==> config.mk <==
export PLATFORM = sky130hd
export DESIGN_NAME = sonar_ranger
export DESIGN_NICKNAME = d
export VERILOG_FILES = /design/src/rtl/sonar_ranger.sv
export SDC_FILE = /design/constraint.sdc
export NUM_CORES = 1
export LEC_CHECK = 0
export ABC_AREA = 1
export CAP_MARGIN = 20
export CORE_MARGIN = 2
export CORE_UTILIZATION = 57
export CTS_CLUSTER_DIAMETER = 150
export DETAILED_ROUTE_END_ITERATION = 6
export PLACE_DENSITY = 0.84
export SKIP_LAST_GASP = 1
export SLEW_MARGIN = 20
export SYNTH_ARGS = -nofsm -noshare
export SYNTH_HDL_FRONTEND = slang
export SYNTH_SLANG_ARGS = --single-unit
==> constraint.sdc <==
create_clock -name clk -period 2.2 [get_ports clk]
set_clock_uncertainty 0.2 [all_clocks]
set_input_delay 0.22 -clock clk [delete_from_list [all_inputs] [get_ports clk]]
set_output_delay 0.22 -clock clk [all_outputs]
set_load 0.005 [all_outputs]
==> src/rtl/sonar_ranger.sv <==
`default_nettype none
// +-----------------------------------------------------------------------------
// | Module   : sonar_ranger
// | Brief    : HC-SR04 style trigger/echo ranging controller with echo-width
// |            capture; macro SONAR_AUTO_REPEAT_EN adds free-running 'auto' mode.
// | Revision : 1.0
// +-----------------------------------------------------------------------------
module sonar_ranger #(
    parameter int CNT_W           = 32,
    parameter int TRIG_CYCLES     = 500,
    parameter int TIMEOUT_CYCLES  = 1900000,
    parameter int COOLDOWN_CYCLES = 3000000
) (
    input  logic             clk,
    input  logic             reset,
    input  logic             start,
`ifdef SONAR_AUTO_REPEAT_EN
    input  logic             auto,
`endif
    input  logic             echo,
    output logic             trig,
    output logic             busy,
    output logic             done,
    output logic             valid,
    output logic             timeout,
    output logic [CNT_W-1:0] width
);

    typedef enum logic [2:0] {
        S_IDLE      = 3'd0,
        S_TRIG      = 3'd1,
        S_WAIT_RISE = 3'd2,
        S_MEASURE   = 3'd3,
        S_COOLDOWN  = 3'd4
    } state_t;

    localparam logic [CNT_W-1:0] C_ONE          = CNT_W'(1);
    localparam logic [CNT_W-1:0] C_CNT_MAX      = '1;
    localparam logic [CNT_W-1:0] C_TRIG_LAST    = CNT_W'(TRIG_CYCLES - 1);
    localparam logic [CNT_W-1:0] C_TIMEOUT      = CNT_W'(TIMEOUT_CYCLES);
    localparam logic [CNT_W-1:0] C_TIMEOUT_LAST = CNT_W'(TIMEOUT_CYCLES - 1);
    localparam logic [CNT_W-1:0] C_COOL_LAST    = CNT_W'(COOLDOWN_CYCLES - 1);

    state_t             r_state, w_state_n;
    logic   [CNT_W-1:0] r_cnt, w_cnt_n, w_cnt_inc;
    logic   [CNT_W-1:0] r_width, w_width_n;
    logic               r_valid, w_valid_n;
    logic               r_timeout, w_timeout_n;
    logic               r_done, w_done_n;
    logic               r_e1, r_es, r_es_d;
    logic               w_rise, w_fall;
    logic               w_launch, w_rearm;

`ifdef SONAR_AUTO_REPEAT_EN
    assign w_launch = start | auto;
    assign w_rearm  = auto;
`else
    assign w_launch = start;
    assign w_rearm  = 1'b0;
`endif

    assign w_rise    = r_es & ~r_es_d;
    assign w_fall    = ~r_es & r_es_d;
    assign w_cnt_inc = (r_cnt == C_CNT_MAX) ? r_cnt : r_cnt + C_ONE;

    always_ff @(posedge clk) begin
        if (reset) begin
            r_state   <= S_IDLE;
            r_cnt     <= '0;
            r_width   <= '0;
            r_valid   <= 1'b0;
            r_timeout <= 1'b0;
            r_done    <= 1'b0;
            r_e1      <= 1'b0;
            r_es      <= 1'b0;
            r_es_d    <= 1'b0;
        end else begin
            r_state   <= w_state_n;
            r_cnt     <= w_cnt_n;
            r_width   <= w_width_n;
            r_valid   <= w_valid_n;
            r_timeout <= w_timeout_n;
            r_done    <= w_done_n;
            r_e1      <= echo;
            r_es      <= r_e1;
            r_es_d    <= r_es;
        end
    end

    always_comb begin
        w_state_n   = r_state;
        w_cnt_n     = r_cnt;
        w_width_n   = r_width;
        w_valid_n   = r_valid;
        w_timeout_n = r_timeout;
        w_done_n    = 1'b0;
        case (r_state)
            S_IDLE: begin
                if (w_launch) begin
                    w_state_n = S_TRIG;
                    w_cnt_n   = '0;
                end
            end
            S_TRIG: begin
                if (r_cnt >= C_TRIG_LAST) begin
                    w_state_n = S_WAIT_RISE;
                    w_cnt_n   = '0;
                end else begin
                    w_cnt_n = w_cnt_inc;
                end
            end
            S_WAIT_RISE: begin
                // The counter holds completed wait cycles, so the last allowed
                // cycle is TIMEOUT-1 and done lands TIMEOUT cycles after entry.
                if (w_rise) begin
                    w_state_n = S_MEASURE;
                    w_cnt_n   = C_ONE;
                end else if (r_cnt >= C_TIMEOUT_LAST) begin
                    w_state_n   = S_COOLDOWN;
                    w_cnt_n     = '0;
                    w_width_n   = C_TIMEOUT;
                    w_valid_n   = 1'b0;
                    w_timeout_n = 1'b1;
                    w_done_n    = 1'b1;
                end else begin
                    w_cnt_n = w_cnt_inc;
                end
            end
            S_MEASURE: begin
                if (w_fall) begin
                    w_state_n   = S_COOLDOWN;
                    w_cnt_n     = '0;
                    w_width_n   = r_cnt;
                    w_valid_n   = 1'b1;
                    w_timeout_n = 1'b0;
                    w_done_n    = 1'b1;
                end else if (r_cnt >= C_TIMEOUT) begin
                    w_state_n   = S_COOLDOWN;
                    w_cnt_n     = '0;
                    w_width_n   = C_TIMEOUT;
                    w_valid_n   = 1'b0;
                    w_timeout_n = 1'b1;
                    w_done_n    = 1'b1;
                end else begin
                    w_cnt_n = w_cnt_inc;
                end
            end
            S_COOLDOWN: begin
                if (r_cnt >= C_COOL_LAST) begin
                    w_state_n = w_rearm ? S_TRIG : S_IDLE;
                    w_cnt_n   = '0;
                end else begin
                    w_cnt_n = w_cnt_inc;
                end
            end
            default: begin
                w_state_n = S_IDLE;
                w_cnt_n   = '0;
            end
        endcase
    end

    assign trig    = (r_state == S_TRIG);
    assign busy    = (r_state != S_IDLE);
    assign done    = r_done;
    assign valid   = r_valid;
    assign timeout = r_timeout;
    assign width   = r_width;

endmodule
`default_nettype wire

### Yosys cells after proc, flatten, opt, wreduce, memory -nomap -nowiden

Cells that the tools add are included.

* equality and inequality tests: 12
* $lt $le $gt $ge: 4
* muxes and demuxes: 37
* add/subtract/negate cells: 1
* bitwise operators: 4
* reduce and logical (&&, ||, !) cells: 5

Operators with widths (count)
* 2-to-1 mux 32 bit: 12
* one-hot mux 32 bit (5 select lines): 1
* greater-or-equal comparator 32 x 21 -> 1 bit (second input constant): 2
* one-hot mux 32 bit (2 select lines): 1
* adder 32 x 1 -> 32 bit (second input constant): 1
* equality test 32 bit (second input constant): 1
* greater-or-equal comparator 32 x 22 -> 1 bit (second input constant): 1
* greater-or-equal comparator 32 x 9 -> 1 bit (second input constant): 1
* 2-to-1 mux 3 bit: 7
* one-hot mux 3 bit (5 select lines): 1
* 2-to-1 mux 1 bit: 12
* inequality test 2 bit (second input constant): 4
* equality test 3 x 2 -> 1 bit (second input constant): 2
* inequality test 3 bit (second input constant): 2
* one-hot mux 1 bit (2 select lines): 3
* AND reduction 5 bit: 1
* AND reduction 4 bit: 1
* equality test 3 x 1 -> 1 bit (second input constant): 1
* equality test 3 bit (second input constant): 1
* zero test 3 bit: 1
* nonzero test 3 bit: 1
* bitwise AND 1 bit: 2
* inequality test 2 x 1 -> 1 bit (second input constant): 1
* NOT 1 bit: 2
* nonzero test 2 bit: 1

* register bits after elaboration: 73
* output and inout port bits: 37
* input bits: 4

### Depth between registers and ports, before layout

* word-level depth: 5
* gate-level depth with buffers: 15
* depth with buffers taken out: 14

### Least setup slack after synthesis

OpenSTA, ideal clock, no wires.

* path type: register to register
* start: reg r_cnt[0]
* end: reg r_cnt[9]
* stages on the path, launching flop included: 12
* period minus slack after synthesis: 1953 ps
* arrival time: 1620 ps
* slack: 247 ps
* required time: 1868 ps
* cells stage by stage: dfxtp_1 > ha_1 > nand2_1 > nor2_4 > nand3_1 > nor2_1 > nand2_1 > nand4_1 > nand2_4 > buf_6 > o21ai_1 > a21oi_1

* word-level cells in the longest chain between the ends: 5

RTL lines
* start, declared: line 45 `logic [CNT_W-1:0] r_cnt, w_cnt_n, w_cnt_inc;`
* start signal, assigned: line 79 `r_cnt <= w_cnt_n;`
* adder 32 x 1 -> 32 bit / equality test 32 bit (equally long branches): line 64 `assign w_cnt_inc = (r_cnt == C_CNT_MAX) ? r_cnt : r_cnt + C_ONE;`
* 2-to-1 mux 32 bit: line 64
* 2-to-1 mux 32 bit (on tied branches): line 137, 118
* 2-to-1 mux 32 bit (on tied branches): line 130, 115
* one-hot mux 32 bit (5 select lines) (*): line 97 `case (r_state)`

Every way passes the cells marked *; elsewhere a longest branch is shown, timed or not.
A chain may end at the register's enable or synchronous reset.

### Final worst setup path

* start: reg r_cnt[1]
* end: reg r_state[1]

* word-level cells in the longest chain between the ends: 3

RTL lines
* greater-or-equal comparator 32 x 21 -> 1 bit (tied with other cells): line 137 `end else if (r_cnt >= C_TIMEOUT) begin`
* inequality test 3 bit (no source line) (tied with other cells)
* AND reduction 5 bit (no source line) (*)
* end signal, assigned: line 78 `r_state <= w_state_n;`
* end, declared: line 44 `state_t r_state, w_state_n;`

Marks and branches as above.

==> flow_summary.yaml <==
sta:
  max_freq_mhz: 451.7
  finalHoldViolCount: 0
  slew_viol_final: 0
  hold_ws_ps: 33.85
  period_share_pct: 100.6
  setup_viol: 1
  finalSetupTns_ps: -13.71
  relSlewSlack_pct: 64.81
  worst_pin_slew_ps: 527.2
  period_needed_ps: 2214
  setup_slack_ps: -13.71
global_routing:
  track_usage_pct: 28.17
  grt_pass1_wl_mm: 16.50
  antenna_found_initial: 0
  grt_max_degree: 39
  grt.overflow.total: 0
  grt_pass1_vias: 3562
drt:
  drtPass1Iterations: 5
  vias_per_cell: 5.654
  ant_nets: 0
  vias: 3975
  drt_iter0_drc: 341
  drt_wl_total_mm: 10.61
  wl_per_cell_um: 15.10
  drc_errors: 0
setup_path:
  required_ps: 2300
  crit_fanout: 7
  cp-start-kind: "register"
  r2r_cells: 13
  crit_path_cell_trace: "ha_4 -> nand2_2 -> nor2_4 -> nand3_2 -> nor2_4 -> nand2_2 -> nand4_1 -> nand2_4 -> nor2_8 -> nand2_4 -> nand2_2 -> nand2_1 -> nor2_1"
  slowest_delay_ps: 380
  cpMaxStageDelayCell: "dfxtp_2"
  cp.arrival_ps: 2310
  critPathKind: "reg2reg"
  cp-end-kind: "register"
  cp_common_cell: "nand2_2"
yosys:
  ys_types: 34
  seq_area_frac_synth_pct: 37.63
  syn_nets: 577
  synth_warnings: 0
  syn-cell-area_um2: 3884
  syn_avg_cell_area_um2: 6.802
  synth_seq_cells: 73
  synth_cells: 571
cts:
  clock-sinks: 73
  clk_pin_slew_ps: 80
  cts_tree: "done"
  cts_hold_buf: 0
  htreeDepth: 3
  cts_buffers: 9
  clk_latency_ps: 370
  cts_root_buf: "clkbuf_8"
  cts_buffer_depth: 2
placement:
  hpwl_mm: 7.489
  place_congestion: 1.014
  io_buffer_count: 40
worst_hold_path:
  hp-class: "in2reg"
  holdPathStages: 2
layout:
  antenna_cells: 0
  layout_commonest_cell: "nand2_1"
  drive_gt1_share_pct: 15.73
  final_cell_mix: "nand2_1, nor2_1, dfxtp_1, inv_1, a21oi_1"
  fillers: 561
  syn2layout_area_growth_pct: 20.39
  layout.nets: 624
die:
  die-area_um2: 7490
  io_pins: 41
  num_rows: 30
  die_h_um: 86.55
  fp.dieW_um: 86.55
  coreArea_um2: 6681
  start_util_pct: 58.13
pwr:
  power_density_nw_per_um2: 649.1
  ir_drop_v: 0.0005709
  power_leakage_nw: 1.954
run_status:
  failed_checks: "setup timing"
  status: "finished, violations left"
job:
  cap_violations: 0
==> path summary, 6_finish.rpt <==
kind / start / to / slack [ps]
worst max-delay path: r_cnt[1] / r_state[1] / -10
worst min-delay path: reset / r_cnt[31] / 30
worst max register to register: r_cnt[1] / r_state[1] / -10
worst min register to register: r_e1 / r_es / 250
==> registers in the layout, indices dropped and copies added (netlist names) <==
register,cells
timeout,1
r_es_d,1
r_state,3
r_e1,1
done,1
r_cnt,32
width,32
valid,1
r_es,1
==> cell families (layout without fill, tap and decap cells) <==
group	Yosys count	in the layout	share of synthesized area [%]
compound gates	86	86	12.11
xor+xnor	14	14	3.157
fa+ha+maj	2	2	0.6442
buf+inv	93	144	10.31
flops	73	73	37.63
simple gates	303	304	36.15
==> area by class of cell <==
type / instances / area [um^2] / area share, %
multi-input combinational: 406 / 2088 / 44.66
sequential: 73 / 1469 / 31.42
timing repair buffer: 62 / 593.1 / 12.68
inverter: 66 / 247.7 / 5.298
clock buffer: 10 / 137.6 / 2.944
tap: 80 / 100.1 / 2.141
clock inverter: 6 / 40.04 / 0.8563
==> routing by layer <==
layer	share of wire, %	up-vias	track usage (%)	routed length (um)
met3	6.8	30	5.143	719
li1	-	1927	-	-
met1	43	1824	36.98	4582
met4	2.9	0	13.49	303
met5	0	-	0	0
met2	47	194	44.83	5007
==> cells in the mapped netlist <==
| library cell | count | area, um^2 |
|---|---|---|
| dfxtp_1 | 73 | 1461 |
| inv_2 | 7 | 26.28 |
| nand3b_1 | 1 | 7.510 |
| o21ai_1 | 11 | 55.05 |
| nor2_8 | 1 | 20.02 |
| and2_4 | 1 | 8.760 |
| nand2_1 | 117 | 439.2 |
| buf_8 | 1 | 15.01 |
| nand3_1 | 45 | 225.2 |
| nor3_1 | 22 | 110.1 |
| nor2_4 | 3 | 33.78 |
| nand2b_1 | 1 | 6.260 |
| nand3b_2 | 1 | 11.26 |
| nor2_1 | 75 | 281.5 |
| ha_1 | 2 | 25.02 |
| nor2_2 | 3 | 18.77 |
| nand4_1 | 12 | 75.07 |
| nand3_2 | 1 | 10.01 |
| nand2_2 | 10 | 62.56 |
| nor3_2 | 3 | 30.03 |
| nand2_4 | 4 | 45.04 |
| clkbuf_1 | 13 | 48.80 |
| and2_1 | 2 | 12.51 |
| a21oi_1 | 51 | 255.2 |
| xor2_1 | 14 | 122.6 |
| buf_2 | 5 | 25.02 |
| inv_1 | 59 | 221.5 |
| buf_1 | 1 | 3.750 |
| o21ai_2 | 10 | 87.58 |
| or2_2 | 1 | 6.260 |
| buf_4 | 5 | 37.54 |
| buf_6 | 2 | 22.52 |
| o21ai_0 | 13 | 65.06 |
| o31ai_1 | 1 | 7.510 |
==> per-stage QoR <==
| step | setup WS [ps] | std cells | util [%] | cell area [um^2] | total power [mW] |
|---|---|---|---|---|---|
| after floorplan | 247.4 | 571 | - | 3884 | 1.835 |
| after global placement | 124.2 | 681 | 65.54 | 4379 | 1.990 |
| after detailed placement | 33.41 | 681 | 65.54 | 4379 | 2.006 |
| after CTS | 9.755 | 697 | 68.20 | 4557 | 2.959 |
| after global routing | -75.59 | 703 | 69.98 | 4676 | 3.135 |
| final | -13.71 | 703 | 69.98 | 4676 | 3.035 |
==> what timing repair did <==
| action | CTS | global route |
|---|---|---|
| setup buffers | 0 | 5 |
| resized for setup | 0 | 21 |
| setup endpoints to repair | 0 | 58 |
==> power breakdown <==
part           switching (mW)  internal [mW]  leakage (nW)
sequential             0.0298           1.36         0.592
combinational           0.456          0.228          1.27
clock                   0.525          0.441        0.0928
total                    1.01           2.02          1.95
==> worst max-delay path: cells and delay by family, from the launching register on <==
kind,cells,cell delay (ps)
and+or+nand+nor,12,1390
adders and majority gates,1,150
DFF,1,380
(Power assumes the default switching activity.)
